==> src/rtl/wb4_arbiter_pkg.sv <==
// wb4_arbiter_pkg: shared types and helpers for the Wishbone B4 two-master arbiter.
//   arb_state_e : arbiter FSM encoding (IDLE=0, GNT0=1, GNT1=2)
//   clog2       : ceil(log2(value)), used to size counters at elaboration
package wb4_arbiter_pkg;

    typedef enum logic [1:0] {
        IDLE = 2'd0,
        GNT0 = 2'd1,
        GNT1 = 2'd2
    } arb_state_e;

    function automatic int unsigned clog2(input int unsigned value);
        int unsigned v;
        int unsigned n;
        v = (value > 0) ? value - 1 : 0;
        n = 0;
        while (v > 0) begin
            n = n + 1;
            v = v >> 1;
        end
        return n;
    endfunction

endpackage

==> src/rtl/wb4_arbiter_if.sv <==
// wb4_arbiter_if: one Wishbone B4 pipelined link.
//   cyc, stb, we, addr, wdata, sel : request, driven by the initiator
//   stall, ack, rdata              : response, driven by the target
//   modport master : initiator view; modport slave : target view
interface wb4_arbiter_if #(
    parameter int unsigned ARCHBITSZ = 32
);
    localparam int unsigned SELW = ARCHBITSZ / 8;

    logic                 cyc;
    logic                 stb;
    logic                 we;
    logic [ARCHBITSZ-1:0] addr;
    logic [ARCHBITSZ-1:0] wdata;
    logic [SELW-1:0]      sel;
    logic                 stall;
    logic                 ack;
    logic [ARCHBITSZ-1:0] rdata;

    modport master (output cyc, stb, we, addr, wdata, sel, input stall, ack, rdata);
    modport slave  (input cyc, stb, we, addr, wdata, sel, output stall, ack, rdata);
endinterface

==> src/rtl/wb4_pending_cntr.sv <==
// wb4_pending_cntr: count of requests accepted by the slave but not yet acked.
//   clk, rst_n  : clock, synchronous active-low reset
//   inc, dec    : request accepted / ack received (both together: unchanged)
//   clr         : force the count to zero
//   full_c      : count == MAXPENDING
//   nz_c        : count != 0
//   next_zero_c : count after this edge will be zero
module wb4_pending_cntr
    import wb4_arbiter_pkg::*;
#(
    parameter int unsigned MAXPENDING = 4
) (
    input  logic clk,
    input  logic rst_n,
    input  logic inc,
    input  logic dec,
    input  logic clr,
    output logic full_c,
    output logic nz_c,
    output logic next_zero_c
);
    localparam int unsigned CW = clog2(MAXPENDING + 1);

    logic [CW-1:0] count_q;
    logic [CW-1:0] count_d;

    // An ack with nothing outstanding is a slave error and is dropped, never wrapping.
    always_comb begin
        count_d = count_q;
        if (clr) begin
            count_d = '0;
        end else if (inc && !dec) begin
            count_d = count_q + CW'(1);
        end else if (dec && !inc && (count_q != '0)) begin
            count_d = count_q - CW'(1);
        end
    end

    always_ff @(posedge clk) begin
        if (!rst_n) begin
            count_q <= '0;
        end else begin
            count_q <= count_d;
        end
    end

    assign full_c      = (count_q == CW'(MAXPENDING));
    assign nz_c        = (count_q != '0);
    assign next_zero_c = (count_d == '0);

endmodule

==> src/rtl/wb4_arbiter.sv <==
// wb4_arbiter: two-master to one-slave Wishbone B4 pipelined arbiter.
//   clk_i, rst_ni : clock, synchronous active-low reset
//   m0, m1        : master links (arbiter is their target)
//   s             : slave link (arbiter is its initiator)
// Round-robin grant held for the whole master cycle and until every accepted
// request has been acked; at most MAXPENDING requests in flight.
// Optional watchdog: define WB4_ARBITER_TIMEOUT_EN to abort after TIMEOUT
// ack-less cycles with requests outstanding.
module wb4_arbiter
    import wb4_arbiter_pkg::*;
#(
    parameter int unsigned ARCHBITSZ  = 32,
    parameter int unsigned MAXPENDING = 4,
    parameter int unsigned TIMEOUT    = 255
) (
    input logic           clk_i,
    input logic           rst_ni,
    wb4_arbiter_if.slave  m0,
    wb4_arbiter_if.slave  m1,
    wb4_arbiter_if.master s
);
    if (MAXPENDING < 1 || MAXPENDING > 15 || TIMEOUT < 1 ||
        (ARCHBITSZ != 16 && ARCHBITSZ != 32 && ARCHBITSZ != 64 && ARCHBITSZ != 128))
    begin : g_param_check
        $error("wb4_arbiter: unsupported parameter value");
    end

    arb_state_e state_q;
    arb_state_e state_d;
    logic       last_q;
    logic       last_d;
    logic       gnt0;
    logic       gnt1;
    logic       gnt_cyc;
    logic       gnt_stb;
    logic       full_c;
    logic       pend_nz_c;
    logic       next_zero_c;
    logic       accept;
    logic       ack_ok;
    logic       timeout_c;

    assign gnt0    = (state_q == GNT0);
    assign gnt1    = (state_q == GNT1);
    assign gnt_cyc = (gnt0 & m0.cyc) | (gnt1 & m1.cyc);
    assign gnt_stb = (gnt0 & m0.cyc & m0.stb) | (gnt1 & m1.cyc & m1.stb);

    // Slave request path, muxed from the granted master.
    assign s.cyc   = gnt_cyc | pend_nz_c;
    assign s.stb   = gnt_stb & ~full_c;
    assign s.we    = gnt1 ? m1.we    : m0.we;
    assign s.addr  = gnt1 ? m1.addr  : m0.addr;
    assign s.wdata = gnt1 ? m1.wdata : m0.wdata;
    assign s.sel   = gnt1 ? m1.sel   : m0.sel;

    assign accept  = s.stb & ~s.stall;
    // Acks with nothing outstanding (e.g. stragglers after reset) are not forwarded.
    assign ack_ok  = s.ack & pend_nz_c;

    // Response path; acks after the owner drops cyc are absorbed.
    assign m0.stall = gnt0 ? (s.stall | full_c) : 1'b1;
    assign m1.stall = gnt1 ? (s.stall | full_c) : 1'b1;
    assign m0.ack   = gnt0 & m0.cyc & (ack_ok | timeout_c);
    assign m1.ack   = gnt1 & m1.cyc & (ack_ok | timeout_c);
    assign m0.rdata = timeout_c ? '0 : s.rdata;
    assign m1.rdata = timeout_c ? '0 : s.rdata;

    wb4_pending_cntr #(
        .MAXPENDING (MAXPENDING)
    ) u_pending (
        .clk         (clk_i),
        .rst_n       (rst_ni),
        .inc         (accept),
        .dec         (s.ack),
        .clr         (timeout_c),
        .full_c      (full_c),
        .nz_c        (pend_nz_c),
        .next_zero_c (next_zero_c)
    );

`ifdef WB4_ARBITER_TIMEOUT_EN
    localparam int unsigned WDW = clog2(TIMEOUT + 1);
    logic [WDW-1:0] wd_q;

    // Counts consecutive ack-less cycles while requests are outstanding.
    always_ff @(posedge clk_i) begin
        if (!rst_ni || s.ack || timeout_c || !pend_nz_c) begin
            wd_q <= '0;
        end else begin
            wd_q <= wd_q + WDW'(1);
        end
    end

    assign timeout_c = pend_nz_c & ~s.ack & (wd_q == WDW'(TIMEOUT - 1));
`else
    assign timeout_c = 1'b0;
`endif

    // Grant FSM: tie goes to the master that was not served last.
    always_comb begin
        state_d = state_q;
        last_d  = last_q;
        case (state_q)
            IDLE: begin
                if (m0.cyc && m1.cyc) begin
                    state_d = last_q ? GNT0 : GNT1;
                end else if (m0.cyc) begin
                    state_d = GNT0;
                end else if (m1.cyc) begin
                    state_d = GNT1;
                end
            end
            GNT0: begin
                if ((!m0.cyc && next_zero_c) || timeout_c) begin
                    state_d = IDLE;
                    last_d  = 1'b0;
                end
            end
            GNT1: begin
                if ((!m1.cyc && next_zero_c) || timeout_c) begin
                    state_d = IDLE;
                    last_d  = 1'b1;
                end
            end
            default: state_d = IDLE;
        endcase
    end

    always_ff @(posedge clk_i) begin
        if (!rst_ni) begin
            state_q <= IDLE;
            last_q  <= 1'b1;
        end else begin
            state_q <= state_d;
            last_q  <= last_d;
        end
    end

endmodule

==> src/flat_wrapper.sv <==
// flat-port wrapper written by rule: the top's interface ports become plain ports
module wb4_arbiter_flat import wb4_arbiter_pkg::*;
#(
    parameter int unsigned ARCHBITSZ  = 32,
    parameter int unsigned MAXPENDING = 4,
    parameter int unsigned TIMEOUT    = 255
)
  (clk_i, rst_ni, m0_cyc, m0_stb, m0_we, m0_addr, m0_wdata, m0_sel, m0_stall, m0_ack, m0_rdata, m1_cyc, m1_stb, m1_we, m1_addr, m1_wdata, m1_sel, m1_stall, m1_ack, m1_rdata, s_cyc, s_stb, s_we, s_addr, s_wdata, s_sel, s_stall, s_ack, s_rdata);
  wb4_arbiter_if #(.ARCHBITSZ(ARCHBITSZ)) m0_i ();
  wb4_arbiter_if #(.ARCHBITSZ(ARCHBITSZ)) m1_i ();
  wb4_arbiter_if #(.ARCHBITSZ(ARCHBITSZ)) s_i ();
  input logic clk_i;
  input logic rst_ni;
  input wire logic [$bits(m0_i.cyc)-1:0] m0_cyc;
  input wire logic [$bits(m0_i.stb)-1:0] m0_stb;
  input wire logic [$bits(m0_i.we)-1:0] m0_we;
  input wire logic [$bits(m0_i.addr)-1:0] m0_addr;
  input wire logic [$bits(m0_i.wdata)-1:0] m0_wdata;
  input wire logic [$bits(m0_i.sel)-1:0] m0_sel;
  output wire logic [$bits(m0_i.stall)-1:0] m0_stall;
  output wire logic [$bits(m0_i.ack)-1:0] m0_ack;
  output wire logic [$bits(m0_i.rdata)-1:0] m0_rdata;
  input wire logic [$bits(m1_i.cyc)-1:0] m1_cyc;
  input wire logic [$bits(m1_i.stb)-1:0] m1_stb;
  input wire logic [$bits(m1_i.we)-1:0] m1_we;
  input wire logic [$bits(m1_i.addr)-1:0] m1_addr;
  input wire logic [$bits(m1_i.wdata)-1:0] m1_wdata;
  input wire logic [$bits(m1_i.sel)-1:0] m1_sel;
  output wire logic [$bits(m1_i.stall)-1:0] m1_stall;
  output wire logic [$bits(m1_i.ack)-1:0] m1_ack;
  output wire logic [$bits(m1_i.rdata)-1:0] m1_rdata;
  output wire logic [$bits(s_i.cyc)-1:0] s_cyc;
  output wire logic [$bits(s_i.stb)-1:0] s_stb;
  output wire logic [$bits(s_i.we)-1:0] s_we;
  output wire logic [$bits(s_i.addr)-1:0] s_addr;
  output wire logic [$bits(s_i.wdata)-1:0] s_wdata;
  output wire logic [$bits(s_i.sel)-1:0] s_sel;
  input wire logic [$bits(s_i.stall)-1:0] s_stall;
  input wire logic [$bits(s_i.ack)-1:0] s_ack;
  input wire logic [$bits(s_i.rdata)-1:0] s_rdata;
  assign m0_i.cyc = m0_cyc;
  assign m0_i.stb = m0_stb;
  assign m0_i.we = m0_we;
  assign m0_i.addr = m0_addr;
  assign m0_i.wdata = m0_wdata;
  assign m0_i.sel = m0_sel;
  assign m0_stall = m0_i.stall;
  assign m0_ack = m0_i.ack;
  assign m0_rdata = m0_i.rdata;
  assign m1_i.cyc = m1_cyc;
  assign m1_i.stb = m1_stb;
  assign m1_i.we = m1_we;
  assign m1_i.addr = m1_addr;
  assign m1_i.wdata = m1_wdata;
  assign m1_i.sel = m1_sel;
  assign m1_stall = m1_i.stall;
  assign m1_ack = m1_i.ack;
  assign m1_rdata = m1_i.rdata;
  assign s_cyc = s_i.cyc;
  assign s_stb = s_i.stb;
  assign s_we = s_i.we;
  assign s_addr = s_i.addr;
  assign s_wdata = s_i.wdata;
  assign s_sel = s_i.sel;
  assign s_i.stall = s_stall;
  assign s_i.ack = s_ack;
  assign s_i.rdata = s_rdata;
  wb4_arbiter #(.ARCHBITSZ(ARCHBITSZ), .MAXPENDING(MAXPENDING), .TIMEOUT(TIMEOUT)) u_core (.clk_i(clk_i), .rst_ni(rst_ni), .m0(m0_i), .m1(m1_i), .s(s_i));
endmodule
==> config.mk <==
export PLATFORM = sky130hd
export DESIGN_NAME = wb4_arbiter_flat
export DESIGN_NICKNAME = d
export VERILOG_FILES = /design/src/rtl/wb4_arbiter_pkg.sv /design/src/rtl/wb4_arbiter_if.sv /design/src/rtl/wb4_pending_cntr.sv /design/src/rtl/wb4_arbiter.sv /design/src/flat_wrapper.sv
export SDC_FILE = /design/constraint.sdc
export NUM_CORES = 1
export LEC_CHECK = 0
export CORE_AREA = 2 2 123 125
export CTS_CLUSTER_DIAMETER = 60
export DETAILED_ROUTE_END_ITERATION = 8
export DIE_AREA = 0 0 125 127
export RECOVER_POWER = 50
export SYNTH_ARGS = -nofsm -noshare
export SYNTH_HDL_FRONTEND = slang
export SYNTH_SLANG_ARGS = --single-unit
==> constraint.sdc <==
create_clock -name clk_i -period 3.7 [get_ports clk_i]
set_clock_uncertainty 0.2 [all_clocks]
set_input_delay 0.74 -clock clk_i [delete_from_list [all_inputs] [get_ports clk_i]]
set_output_delay 0.74 -clock clk_i [all_outputs]
set_load 0.1 [all_outputs]
==> qor.csv, run 1 <==
metric;value;unit
static leakage;1.916;nW
main combinational cell family by area after synthesis;simple AND/OR/NAND/NOR gates;
mux cell area share after synthesis;1.100;%
hold path startpoint;u_core.last_q;
first drt pass iteration count;4;
CP Data Required Time;2.76;ns
Slowest cell on crit path;clkbuf_1;
crit path max fanout;3;
Residual DRC;0;
r2r setup slk;1.17;ns
Tmin final;3.182;ns
slew margin rel.;22.24;%
Post-CTS Setup Inserts;0;
Util after Layout;28.25;%
RR Endpoint;u_core.state_q[0];
Mapped Area;1819;µm²
Core Region;14420;µm²
ant diodes;0;
vias in the first global route;2335;
Placer Congestion;0.7260;
Worst Hold Depth;2;
# port buffers;220;
Yosys top cell area share;43.74;%
Slew Viols, Final;0;
maximum root-to-sink buffer count;2;
Highest Clock Rate;0.3142;GHz
crit path DAT;2.24;ns
Yosys warning count;0;
Die Ht;127;µm
Clock Tree Root;clkbuf_16;
CP Capture Type;output pin;
Num Clock Sinks;6;
most frequent cells in the layout;212 x nand2_1, 144 x clkdlybuf4s50_1, 38 x buf_4;
cell area power density;644.4;nW/µm²
Die ar.;15880;µm²
Clk pin slew, worst setup/hold paths;0.03;ns
Routed WL;7873;µm
status;completed;
Worst Tran Pin Value;1.171;ns
Area contributors post-synth;nand2_1 44%, buf_4 27%, dfxtp_1 6.6%;
CP Class;input pin to output pin;
compound-cell area share of the yosys netlist;6.878;%
Seq cells post-synth;6;
grt ovf;0;
Synthesized Nets;525;
vias;2463;
htree depth;1;
simple-gate share of the synthesized area;51.03;%
post-route ant nets;0;
Die X;125;µm
Critical Path, Cell by Cell;clkdlybuf4s50_1, a21oi_1, nand3b_1, clkbuf_1;
antenna violations before repair;0;
crit-path max cell delay;0.87;ns
DR WL/cell;11.70;µm
WHS Endpoint;u_core.last_q;
hold crit path type;flip-flop to flip-flop;
count of nets after finishing;672;
most common cell after layout, fill and taps aside;nand2_1;
post-synthesis average cell area;5.289;µm²
VDD IR max;0.2916;mV
Yosys cell types;29;
initial core utilization;12.61;%
TritonCTS buffer count;3;
crit share post-route;86.01;%
hold-fix buffers at CTS;0;
GRT Total Usage;9.072;%
Setup TNS;0;ns
# fillers;1533;
CTS tree;yes;
Final Hold Vio Count;0;
I/O pin count;317;
clk_lat worst skew;0.22;ns
largest net degree at the start of global routing;41;
worst-case reg-to-reg path depth;6;
max-capacitance violation count;0;
Setup crit start kind;input pin;
layout cell share with drive strength beyond 1;18.40;%
post-synth top area cell;nand2_1;
DP HPWL;6505;µm
Synth Instances;344;
sequential-to-total area share from yosys stat;6.602;%
overall power;0.002626;W
Setup violations, final;0;
R2R Path Start;u_core.state_q[0];
adder-cell share of the synthesized area;2.063;%
first-pass GRT wire length;11960;µm
Core Rows;44;
Initial DRC Count;66;
post-CTS sizing;0;
xor and xnor area share after synthesis;0.9629;%
Layout Area Growth over Synthesis;124.0;%
RSZ-0062 raised after global routing;false;
post-DR vias/cell;3.660;
==> cells in the mapped netlist <==
cell type and count:
nor4_2 1, nand3_1 1, nor2_1 3, a211oi_2 1
nand2_1 212, a22o_1 1, mux2i_1 2, and2_1 3
nor2b_1 1, a21oi_1 4, o21ai_1 1, xnor2_1 1
buf_4 66, clkbuf_1 16, o21a_4 1, a211oi_1 1
nor3_1 1, a221oi_2 1, nor3b_1 2, xor2_1 1
dfxtp_1 6, nand2b_1 4, a2111oi_2 2, and4b_1 2
ha_1 3, or2_2 1, o41a_1 1, nand3b_1 1
inv_1 4
==> state kept, by name (all words and copies together) (netlist names) <==
name and cells:
u_core.last_q 1, u_core.state_q 2, u_core.u_pending.count_q 3
==> critical path: cells and delay by family <==
kind                   cells  cell delay, ns
AO/OA/AOI/OAI              1            0.07
buffers and inverters      2            1.32
AND/OR/NAND/NOR            1            0.11
==> power by group <==
group,internal [W],switching (W)
registers,0.0000885,0.0000317
clock network,0.000138,0.0000314
logic,0.000716,0.00162
total,0.000942,0.00168
==> worst max path at each step <==
stage | from | to | slack [ns] | cells after the start
floorplan | m1_stb | s_stb | 0.29 | 3
global placement | m1_cyc | u_core.state_q[0] | 0.73 | 7
detailed placement | m1_cyc | u_core.state_q[0] | 0.67 | 7
CTS | m1_cyc | s_stb | 0.74 | 5
global route | u_core.state_q[1] | s_cyc | 0.32 | 6
finish | s_stall | m0_stall | 0.52 | 4
==> logic make-up after synthesis <==
kind of cell | count (synthesis)
compound gates | 13
xor+xnor | 2
fa+ha+maj | 3
buf+inv | 86
flops | 6
mux | 2
simple gates | 232
==> layer usage <==
metal  wire (µm)  share of wire (%)  track usage (%)
met1        3106                 39            10.96
met5           0                  0                0
met2        3569                 45            14.80
met4         340                4.3            4.183
met3         855                 11            2.806
==> metrics by stage <==
step	cell area (µm²)	std cells	setup WS [ns]	hold WS (ns)
floorplan	1824	344	0.2902	0.3266
global placement	4041	670	0.7341	0.4171
detailed placement	4041	670	0.6747	0.4300
CTS	4116	673	0.7359	0.4353
global route	4075	673	0.3174	0.4780
finish	4075	673	0.5176	0.4204
==> cell type report <==
type                    instances  area (µm²)  area share (%)
clock buffers                   3       75.07           1.842
inverters                       4       15.01          0.3684
multi-input cells             252        1139           27.94
flip-flops and latches          6       120.1           2.947
well taps                     184       230.2           5.649
repair buffers                224        2496           61.25
(Power assumes the default switching activity.)
==> inputs of run 2 (changes only) <==
CORE_AREA = 3 3 121 123   (was 2 2 123 125)
DIE_AREA = 0 0 124 126   (was 0 0 125 127)
==> run 2 against run 1 <==
  * Global-route usage is 0.54 points lower
  * Wire length shrank 3.1%
  * Critical path depth increased by 1
==> qor.csv, run 2 (synthesis gave the netlist of run 1 again) <==
metric;value;unit
Inst Count DP;666;
Tmin final;3.196;ns
vias;2440;
post-CTS sizing;0;
Slowest cell on crit path;clkbuf_2;
Slew Viols, Final;0;
crit-path max cell delay;0.58;ns
CP Data Required Time;2.76;ns
post-DR vias/cell;3.647;
hold-fix buffers at CTS;0;
Worst Hold Depth;2;
crit path max fanout;35;
GRT Total Usage;8.533;%
hold path startpoint;u_core.last_q;
TritonCTS buffer count;3;
Crit path buffers/inverters;2;
Critical Path Start;u_core.state_q[0];
hold crit path type;flip-flop to flip-flop;
Setup violations, final;0;
Placer Congestion;0.6996;
ant diodes;0;
static leakage;1.915;nW
DR WL/cell;11.41;µm
post-route ant nets;0;
cell area power density;644.2;nW/µm²
CP Class;flip-flop to output pin;
R2R Path Start;u_core.u_pending.count_q[0];
register with the most flip-flops;u_core.u_pending.count_q;
Layout Area Growth over Synthesis;123.4;%
clk_lat worst skew;0.23;ns
Die Ht;126;µm
first drt pass iteration count;4;
initial core utilization;13.21;%
Top Registers;u_core.u_pending.count_q (3), u_core.state_q (2), u_core.last_q (1);
final setup margin;0.5043;ns
crit share post-route;86.37;%
max reg flops;3;
# port buffers;220;
vias in the first global route;2230;
most common cell after layout, fill and taps aside;nand2_1;
Initial DRC Count;69;
Setup TNS;0;ns
htree depth;1;
Die ar.;15620;µm²
status;completed;
Final Hold Vio Count;0;
RSZ-0062 raised after global routing;false;
Clk pin slew, worst setup/hold paths;0.03;ns
overall power;0.002618;W
Highest Clock Rate;0.3129;GHz
I/O pin count;317;
Post-CTS Setup Inserts;0;
Routed WL;7632;µm
max-capacitance violation count;0;
DP HPWL;6516;µm
Die X;124;µm
cell depth of the worst setup path;5;
layout cell share with drive strength beyond 1;18.20;%
worst-case reg-to-reg path depth;8;
antenna violations before repair;0;
crit path DAT;2.26;ns
Post-Layout Cell Count;669;
CP Capture Type;output pin;
maximum root-to-sink buffer count;2;
slew margin rel.;21.48;%
Top delay family on crit path;buffers and inverters;
count of nets after finishing;672;
Num Clock Sinks;6;
Worst Tran Pin Value;1.183;ns
Residual DRC;0;
Clock Tree Root;clkbuf_16;
grt ovf;0;
first-pass GRT wire length;10780;µm
Setup crit start kind;flip-flop;
Core Region;13770;µm²
CTS tree;yes;
most frequent cells in the layout;212 x nand2_1, 144 x clkdlybuf4s50_1, 38 x buf_4;
dpl ws;0.7316;ns
largest net degree at the start of global routing;39;
Core Rows;43;
VDD IR max;0.2666;mV
Critical Path, Cell by Cell;nand2b_2, clkbuf_2, nand2_1, nand2_1, clkbuf_2;
run 2: cell types whose count changed in the layout (fill, tap and decap cells not counted):
cell    change
nor4_2      -1
nor4_1      +1
run 2: where the power goes:
part	internal [W]	leakage, nW	switching [W]	total, W
Sequential	0.0000885	0.0495	0.0000319	0.000120
Combinational	0.000710	1.83	0.00161	0.00232
Clock	0.000139	0.0370	0.0000355	0.000174
run 2: path summary, 6_finish.rpt:
| check | end | slack, ns |
|---|---|---|
| worst min-delay path | u_core.last_q | 0.41 |
| worst max register to register | u_core.state_q[0] | 1.09 |
| worst min register to register | u_core.last_q | 0.41 |
| worst max-delay path | s_addr[31] | 0.50 |
run 2: area by class of cell:
class	instances	area, µm²
inverter	4	15.01
sequential	6	120.1
timing repair buffer	224	2496
tap	180	225.2
multi-input combinational	252	1132
clock buffer	3	75.07
fill	1509	9709
run 2: worst reg2reg max path, stage by stage, from the launching register on:
cell and delay, ns:
dfxtp_1 0.32, inv_1 0.09, ha_1 0.24, a21oi_1 0.27, o21a_4 0.21, mux2i_1 0.21
xor2_1 0.12, nor4_1 0.64, a2111oi_2 0.16
run 2: routing by layer:
metal	vias to the layer above	routed length (µm)	global-route usage (%)	part of all wire, %
met1	975	2749	9.012	36
met5	-	0	0	0
li1	1277	-	-	-
met2	166	3537	14.95	46
met4	0	193	3.093	2.5
met3	22	1152	3.637	15
run 2: per-stage QoR:
step / util, % / area, µm² / hold slack, ns
2_1_floorplan: - / 1824 / 0.3266
3_3_place_gp: 29.22 / 4024 / 0.4131
3_5_place_dp: 29.22 / 4024 / 0.4219
4_1_cts: 29.76 / 4099 / 0.4176
5_1_grt: 29.51 / 4064 / 0.4584
6_report: 29.51 / 4064 / 0.4110
